--- src/rtl/multi_clk_divider.sv ---
// multi_clk_divider: NCH runtime-programmable clock/tick dividers
// sharing one system clock, with per-channel pause and global resync.
module multi_clk_divider #(
    parameter int          NCH         = 4,
    parameter int          CW          = 23,
    parameter int unsigned DEFAULT_DIV = 2500000,
    parameter int          CHW         = $clog2(NCH)
) (
    input  logic           clk,
    input  logic           rst,
    input  logic [NCH-1:0] en,
    input  logic           sync,
    input  logic           cfg_we,
    input  logic [CHW-1:0] cfg_ch,
    input  logic [CW-1:0]  cfg_div,
    input  logic           cfg_mode,
    output logic [NCH-1:0] clk_out,
    output logic [NCH-1:0] tick
);

    localparam logic [CW-1:0] DIV_RST = CW'(DEFAULT_DIV);

    logic [CW-1:0]  div [NCH];
    logic [CW-1:0]  cnt [NCH];
    logic [NCH-1:0] mode;
    logic [NCH-1:0] wsel;
    logic [NCH-1:0] stopped;
    logic [NCH-1:0] wrap;

    // Out-of-range channel numbers decode to no channel at all.
    always_comb begin
        wsel    = '0;
        stopped = '0;
        wrap    = '0;
        for (int k = 0; k < NCH; k++) begin
            wsel[k]    = cfg_we && (int'(cfg_ch) == k);
            stopped[k] = (div[k] == '0);
            wrap[k]    = !stopped[k] && (cnt[k] == div[k] - CW'(1));
        end
    end

    always_ff @(posedge clk) begin
        if (!rst) begin
            for (int k = 0; k < NCH; k++) begin
                div[k]     <= DIV_RST;
                mode[k]    <= 1'b0;
                cnt[k]     <= '0;
                clk_out[k] <= 1'b0;
                tick[k]    <= 1'b0;
            end
        end else begin
            for (int k = 0; k < NCH; k++) begin
                if (wsel[k]) begin
                    div[k]     <= cfg_div;
                    mode[k]    <= cfg_mode;
                    cnt[k]     <= '0;
                    clk_out[k] <= 1'b0;
                    tick[k]    <= 1'b0;
                end else if (sync || (en[k] && stopped[k])) begin
                    cnt[k]     <= '0;
                    clk_out[k] <= 1'b0;
                    tick[k]    <= 1'b0;
                end else if (!en[k]) begin
                    tick[k] <= 1'b0;
                end else if (wrap[k]) begin
                    cnt[k]     <= '0;
                    tick[k]    <= 1'b1;
                    clk_out[k] <= mode[k] ? 1'b1 : !clk_out[k];
                end else begin
                    cnt[k]  <= cnt[k] + CW'(1);
                    tick[k] <= 1'b0;
                    if (mode[k])
                        clk_out[k] <= 1'b0;
                end
            end
        end
    end

endmodule

--- config.mk ---
export PLATFORM = sky130hd
export DESIGN_NAME = multi_clk_divider
export DESIGN_NICKNAME = d
export VERILOG_FILES = /design/src/rtl/multi_clk_divider.sv
export SDC_FILE = /design/constraint.sdc
export NUM_CORES = 1
export LEC_CHECK = 0
export BUFFER_PORTS_ARGS = -buffer_cell sky130_fd_sc_hd__buf_2
export CAP_MARGIN = 0
export CORE_ASPECT_RATIO = 1.4
export CORE_UTILIZATION = 40
export CTS_BUF_LIST = sky130_fd_sc_hd__clkbuf_16
export DETAILED_ROUTE_END_ITERATION = 8
export RECOVER_POWER = 50
export SYNTH_ARGS = -nofsm -noshare
export SYNTH_HDL_FRONTEND = slang
export SYNTH_SLANG_ARGS = --single-unit
--- constraint.sdc ---
create_clock -name clk -period 4.6 [get_ports clk]
set_input_delay 0.46 -clock clk [delete_from_list [all_inputs] [get_ports clk]]
set_output_delay 0.46 -clock clk [all_outputs]
set_load 0.01 [all_outputs]
==> results of run 1 <==
==> layout make-up <==
| type | instances | area [um^2] |
|---|---|---|
| fillers | 2769 | 16190 |
| clock inverters | 15 | 187.7 |
| flip-flops and latches | 196 | 5766 |
| inverters | 30 | 112.6 |
| multi-input cells | 918 | 5771 |
| well taps | 380 | 475.5 |
| clock buffers | 17 | 425.4 |
| repair buffers | 50 | 236.5 |
==> flip-flops by register name (all words and copies together), names as in the netlist <==
| register | cells |
|---|---|
| tick | 4 |
| div | 92 |
| clk_out | 4 |
| mode | 4 |
| cnt | 92 |
==> worst max path at each step <==
stage,startpoint,end,cells after the start
after floorplan,cfg_ch[1],cnt[0][0],3
after global placement,div[1][7],cnt[1][6],10
after detailed placement,div[1][7],cnt[1][21],10
after CTS,div[1][7],cnt[1][13],10
after global routing,div[2][0],cnt[2][6],12
final,div[1][7],cnt[1][13],10
==> synthesized netlist by cell type (3+ instances only) <==
| cell | number | area, um^2 |
|---|---|---|
| or4_1 | 9 | 67.56 |
| or2_2 | 6 | 37.54 |
| nor4_1 | 24 | 150.1 |
| and4_1 | 4 | 35.03 |
| nand4_1 | 27 | 168.9 |
| nand2_1 | 63 | 236.5 |
| a31oi_1 | 10 | 62.56 |
| xnor2_1 | 120 | 1051 |
| nor3_1 | 42 | 210.2 |
| edfxtp_1 | 184 | 5525 |
| nand4b_1 | 3 | 26.28 |
| or3_1 | 34 | 212.7 |
| and2_1 | 63 | 394.1 |
| a211oi_1 | 6 | 45.04 |
| o31a_1 | 3 | 26.28 |
| xor2_1 | 86 | 753.2 |
| nor2_1 | 176 | 660.6 |
| clkbuf_1 | 33 | 123.9 |
| nand2b_1 | 20 | 125.1 |
| o21ai_0 | 23 | 115.1 |
| nand3_1 | 69 | 345.3 |
| o31ai_1 | 6 | 45.04 |
| buf_6 | 3 | 33.78 |
| nand3b_1 | 8 | 60.06 |
| dfxtp_1 | 12 | 240.2 |
| nor2b_1 | 13 | 81.33 |
| inv_1 | 30 | 112.6 |
| a21oi_1 | 17 | 85.08 |
| ha_1 | 9 | 112.6 |
| and3_1 | 19 | 118.9 |
| nor3b_1 | 7 | 52.55 |
| nor4b_1 | 3 | 26.28 |
| o211ai_1 | 4 | 30.03 |
| mux2i_1 | 10 | 100.1 |
| nor4_2 | 3 | 37.54 |
==> metrics by stage <==
step / hold WS (ns) / setup slack (ns) / instance area [um^2] / instances
finish: 0.2923 / 0.8700 / 12970 / 1606
detailed placement: 0.4956 / 0.7562 / 12410 / 1573
global route: 0.2920 / 0.4551 / 12970 / 1606
floorplan: 0.4588 / 1.099 / 11820 / 1183
global placement: 0.4884 / 0.7814 / 12410 / 1573
CTS: 0.2651 / 0.7420 / 13020 / 1605
==> critical path, delay by kind of cell (launching register included) <==
family | cells | cell delay [ns]
simple gates | 7 | 2.21
buf+inv | 1 | 0.25
compound gates | 1 | 0.38
xor+xnor | 1 | 0.13
flops | 1 | 0.49
==> per-layer routing <==
layer,track usage,routed length (um),vias to the layer above,part of all wire
met2,0.3149,13090,161,0.49
met5,0,13,-,0.00049
li1,-,-,4274,-
met4,0.09057,994,2,0.037
met3,0.04080,930,51,0.035
met1,0.2209,11640,4091,0.44
==> where the power goes <==
group	internal [mW]	switching (mW)	total, mW
Combinational	0.171	0.218	0.390
Sequential	2.06	0.141	2.20
Clock	0.903	0.671	1.57
==> cells by family after synthesis <==
group,synth area share
and+or+nand+nor,0.2681
xor gates and xnor gates,0.1526
DFF,0.4878
AOI/OAI and AO/OA,0.04753
buffers and inverters,0.02403
muxes,0.01037
adders and majority gates,0.009527
==> impl_metrics.csv, run 1 <==
group,metric,value,unit
status,status,"finished, violations left",
status,violations,"capacitance limit, slew limit",
worst_hold_path,holdPathEnd,"tick[2]",
sta,period_minus_slack,3.730,ns
synthesis,synthCells,1183,
synthesis,syn_nets,1226,
global_route,grt_pass1_vias,8183,
placed_design,dp_hpwl,19.60,mm
final_layout,final_common_cell,"edfxtp_1",
final_layout,drive_gt1_frac,0.06281,
sta,rsz0062_at_grt,"no",
detailed_routing,viasPerCell,5.342,
final_layout,final_core_util,0.4448,
sta,slew_headroom,-0.2553,
global_route,grt.total_usage,0.1853,
setup_path,slowest_delay,0.57,ns
run,drv_cap,1,
global_route,grt_first_pass_wirelength,43.22,mm
die,die_h,205.4,um
sta,slew_violations,25,
synthesis,async_flop_share,0,
synthesis,synth_edf_count,184,
global_route,grt_max_degree,27,
sta,hold_violations,0,
clock_tree,cts_hold_buf,0,
clock_tree,post_cts_resized,0,
detailed_routing,drt-total-wl,26.68,mm
setup_path,worst_r2r_endpoint,"cnt[1][13]",
die,core_area,29170,um^2
final_layout,area_growth_syn_to_layout,9.760,%
clock_tree,ctsHtreeMaxLevel,4,
setup_path,worst_setup_path_end_kind,"flop",
final_layout,layout_common_cells,"184 x edfxtp_1, 176 x nor2_1, 120 x xnor2_1",
sta,skew,0.007553,ns
synthesis,ys_seq_elements,196,
placed_design,place.gp.congestion,0.8577,
global_route,antenna_found_initial,1,
setup_path,crit_type,"flop to flop",
setup_path,crit_arrival,3.92,ns
clock_tree,cts_buffers,17,
setup_path,cp-start-kind,"flop",
clock_tree,cts_sinks,196,
worst_hold_path,worstHoldStart,"en[2]",
setup_path,worstPathCellList,"or4_1 > or4_4 > nor3_2 > xnor2_1 > a2111oi_0 > nand4_1 > nor4b_4 > or2_1 > buf_4 > nor2_1",
placed_design,port_buffers,41,
pwr,total_power,4.161,mW
clock_tree,clock_path_buffers,2,
clock_tree,clk_pin_slew,0.07,ns
clock_tree,clk_latency,0.45,ns
die,die_w,147.3,um
synthesis,syn_avg_cell_area,9.992,um^2
die,dieArea,30250,um^2
synthesis,ys.flop_type,"edfxtp_1",
sta,setup_viol_count_final,0,
die,io_pins,42,
synthesis,ys_seq_area_frac,0.4878,
clock_tree,post_cts_buffers,0,
final_layout,fin_nets,1256,
setup_path,crit_path_top_delay_cell,"or4_4",
setup_path,r2r.worst_path.cells,10,
final_layout,antenna_cells,0,
detailed_routing,wire_per_inst,16.61,um
setup_path,r2r-start,"div[1][7]",
clock_tree,cts_tree,"built",
synthesis,yosys_warnings,0,
detailed_routing,drt_pass1_iterations,7,
detailed_routing,initialDrtViolationCount,568,
sta,finalCritPeriodShare,0.8109,
detailed_routing,dr_total_vias,8579,
die,std_cell_rows,74,
detailed_routing,antenna_left,0,
detailed_routing,drc_errors,0,
setup_path,r2r_setup_slack,0.87,ns
setup_path,required,4.79,ns
synthesis,synth_area,11820,um^2
worst_hold_path,holdPathStages,3,
pwr,ir_worst_vdd,0.2730,mV
sta,fmax,268.1,MHz
pwr,p_per_area,320.7,nW/um^2
worst_hold_path,min_path_type,"input pin to flop",
sta,fin_setup_tns,0,ns
setup_path,cp_max_fo,23,
synthesis,ys_types,62,
pwr,power.leakage,4.194,nW
global_route,grt-ovfl-total,0,
sta,tightestPinTransition,1.869,ns
die,start_util,0.4053,
clock_tree,ctsRootBufferMaster,"clkbuf_16",
No activity file was read; power rests on OpenSTA's default activity.
==> run 2: changes to the inputs <==
- clock period: 4.6 -> 3.7 ns (I/O delays scaled with it)
==> run 2 against run 1 <==
Net effect:
- sequential cell count did not move
- first-iteration DRC count rose by 8.5%
- critical path type unchanged
- core utilization rose by 0.13 points
- fmax rose by 7.9%
- the flow finishes with violations (DRC, capacitance limit, slew limit)
- highest routed layer is now met4
- sequential power rose by 24%
==> impl_metrics.csv, run 2 (synthesized netlist as in run 1, its figures left out) <==
group,metric,value,unit
detailed_routing,drt-total-wl,26.97,mm
clock_tree,cts_tree,"built",
final_layout,fill_cells,2787,
final_layout,top_regs,"cnt: 92 flops, div: 92 flops",
detailed_routing,dr.max_layer_used,"met4",
pwr,p_per_area,385.5,nW/um^2
sta,slew_headroom,-0.4000,
setup_path,r2r.worst_path.cells,11,
final_layout,postLayoutCellArea,13010,um^2
die,std_cell_rows,74,
global_route,grt.total_usage,0.1878,
die,core_area,29170,um^2
sta,skew,0.007762,ns
worst_hold_path,min_path_type,"input pin to flop",
clock_tree,clk_pin_slew,0.07,ns
detailed_routing,drt_pass1_iterations,7,
sta,period_minus_slack,3.456,ns
placed_design,port_buffers,41,
placed_design,dp_hpwl,19.99,mm
detailed_routing,route.met3.wl,774,um
setup_path,crit_path_top_delay_cell,"or4b_2",
clock_tree,cts_hold_buf,0,
placed_design,place.gp.congestion,0.8319,
detailed_routing,initialDrtViolationCount,616,
global_route,antenna_found_initial,0,
pwr,total_power,5.016,mW
placed_design,placed_cell_area,12480,um^2
sta,setup_viol_count_final,0,
die,die_h,205.4,um
setup_path,r2r_setup_slack,0.24,ns
worst_hold_path,holdPathEnd,"tick[2]",
detailed_routing,drc_errors,1,
final_layout,drive_gt1_frac,0.06894,
sta,slew_violations,50,
die,start_util,0.4053,
sta,fin_setup_tns,0,ns
global_route,grt_first_pass_wirelength,43.70,mm
sta,fmax,289.4,MHz
setup_path,r2r-start,"div[1][0]",
global_route,grt_max_degree,25,
setup_path,cp-start-kind,"flop",
clock_tree,clk_latency,0.45,ns
setup_path,path_common_cell,"or3_4",
detailed_routing,wire_per_inst,16.72,um
pwr,ir_worst_vdd,0.3968,mV
detailed_routing,antenna_left,0,
die,io_pins,42,
detailed_routing,viasPerCell,5.328,
final_layout,antenna_cells,0,
final_layout,final_common_cell,"edfxtp_1",
status,violations,"DRC, capacitance limit, slew limit",
sta,tightestPinTransition,2.084,ns
setup_path,required,3.91,ns
setup_path,worstPathCellList,"inv_1 > ha_1 > or4b_2 > or3_4 > a211oi_1 > a31oi_1 > or3_4 > nor4b_4 > or2_1 > buf_12 > nor2_1",
setup_path,critPathTopFamily,"simple AND/OR/NAND/NOR gates",
setup_path,crit_buf_inv,2,
clock_tree,cts_sinks,196,
setup_path,worst_r2r_endpoint,"cnt[1][2]",
sta,finalCritPeriodShare,0.9340,
setup_path,crit_type,"flop to flop",
detailed_routing,dr_wl_met2,13.84,mm
setup_path,worst_setup_path_end_kind,"flop",
clock_tree,ctsHtreeMaxLevel,4,
sta,rsz0062_at_grt,"no",
global_route,grt_pass1_vias,8269,
die,die_w,147.3,um
run,drv_cap,2,
detailed_routing,wl_met1,11.74,mm
setup_path,cp_max_fo,23,
clock_tree,cts_buffers,17,
placed_design,dp_cells,1580,
sta,hold_violations,0,
worst_hold_path,holdPathStages,3,
final_layout,area_growth_syn_to_layout,10.09,%
clock_tree,clock_path_buffers,2,
final_layout,fin_cells,1613,
status,status,"finished, violations left",
clock_tree,ctsRootBufferMaster,"clkbuf_16",
worst_hold_path,worstHoldStart,"en[2]",
setup_path,crit_arrival,3.66,ns
die,dieArea,30250,um^2
setup_path,slowest_delay,0.63,ns
detailed_routing,dr_total_vias,8594,
final_layout,layout_common_cells,"184 x edfxtp_1, 176 x nor2_1, 120 x xnor2_1",
final_layout,fin_nets,1263,
global_route,grt-ovfl-total,0,
pwr,power.leakage,4.251,nW
==> run 2: cell count changes in the layout (fill, tap and decap cells not counted), sizes merged <==
cell | before | now
clkbuf | 34 | 32
clkinv | 6 | 7
clkinvlp | 3 | 2
inv | 32 | 34
bufinv | 4 | 2
buf | 33 | 42
==> run 2: metal layers <==
layer,up-vias,global-route usage
li1,4281,-
met1,4149,0.2275
met2,127,0.3282
met3,37,0.03126
met4,0,0.07990
met5,-,0
==> run 2: worst max-delay path by stage <==
stage	from	cells past startpoint	slack (ns)	endpoint
global route	div[2][0]	13	0.01	cnt[2][7]
floorplan	cfg_ch[1]	3	0.29	cnt[0][0]
finish	div[1][0]	11	0.24	cnt[1][2]
detailed placement	div[1][0]	12	0.07	cnt[1][3]
CTS	div[1][0]	12	0.06	cnt[1][2]
global placement	div[1][0]	12	0.18	cnt[1][3]
==> run 2: through the flow <==
step	util	hold WS, ns	worst slack (ns)
2_1_floorplan	-	0.4588	0.2890
3_3_place_gp	0.4281	0.4904	0.1810
3_5_place_dp	0.4281	0.4862	0.07060
4_1_cts	0.4469	0.1838	0.05860
5_1_grt	0.4462	0.1919	0.01491
6_report	0.4462	0.2051	0.2442
==> run 2: worst min-delay path: stages <==
cell and delay, ns:
buf_2 0.14, nand2_1 0.06, nor2_1 0.04
==> run 2: report_power, final <==
part           leakage [nW]  internal, mW  switching (mW)
clock                 0.274         0.974           0.816
combinational          1.90         0.219           0.276
sequential             2.08          2.56           0.175
total                  4.25          3.75            1.27
==> run 2: layout make-up <==
cell class                 count  area (um^2)  share of cell area
tap                          380        475.5             0.03654
multi-input combinational    918         5791              0.4450
clock buffer                  17        425.4             0.03269
timing repair buffer          57        319.1             0.02452
sequential                   196         5766              0.4431
inverter                      30        112.6            0.008654
clock inverter                15        123.9            0.009519
==> run 2: timing repair <==
action,4_1_cts,5_1_grt
buffers inserted,0,1
gates resized for setup,0,3
setup endpoints to repair,0,37
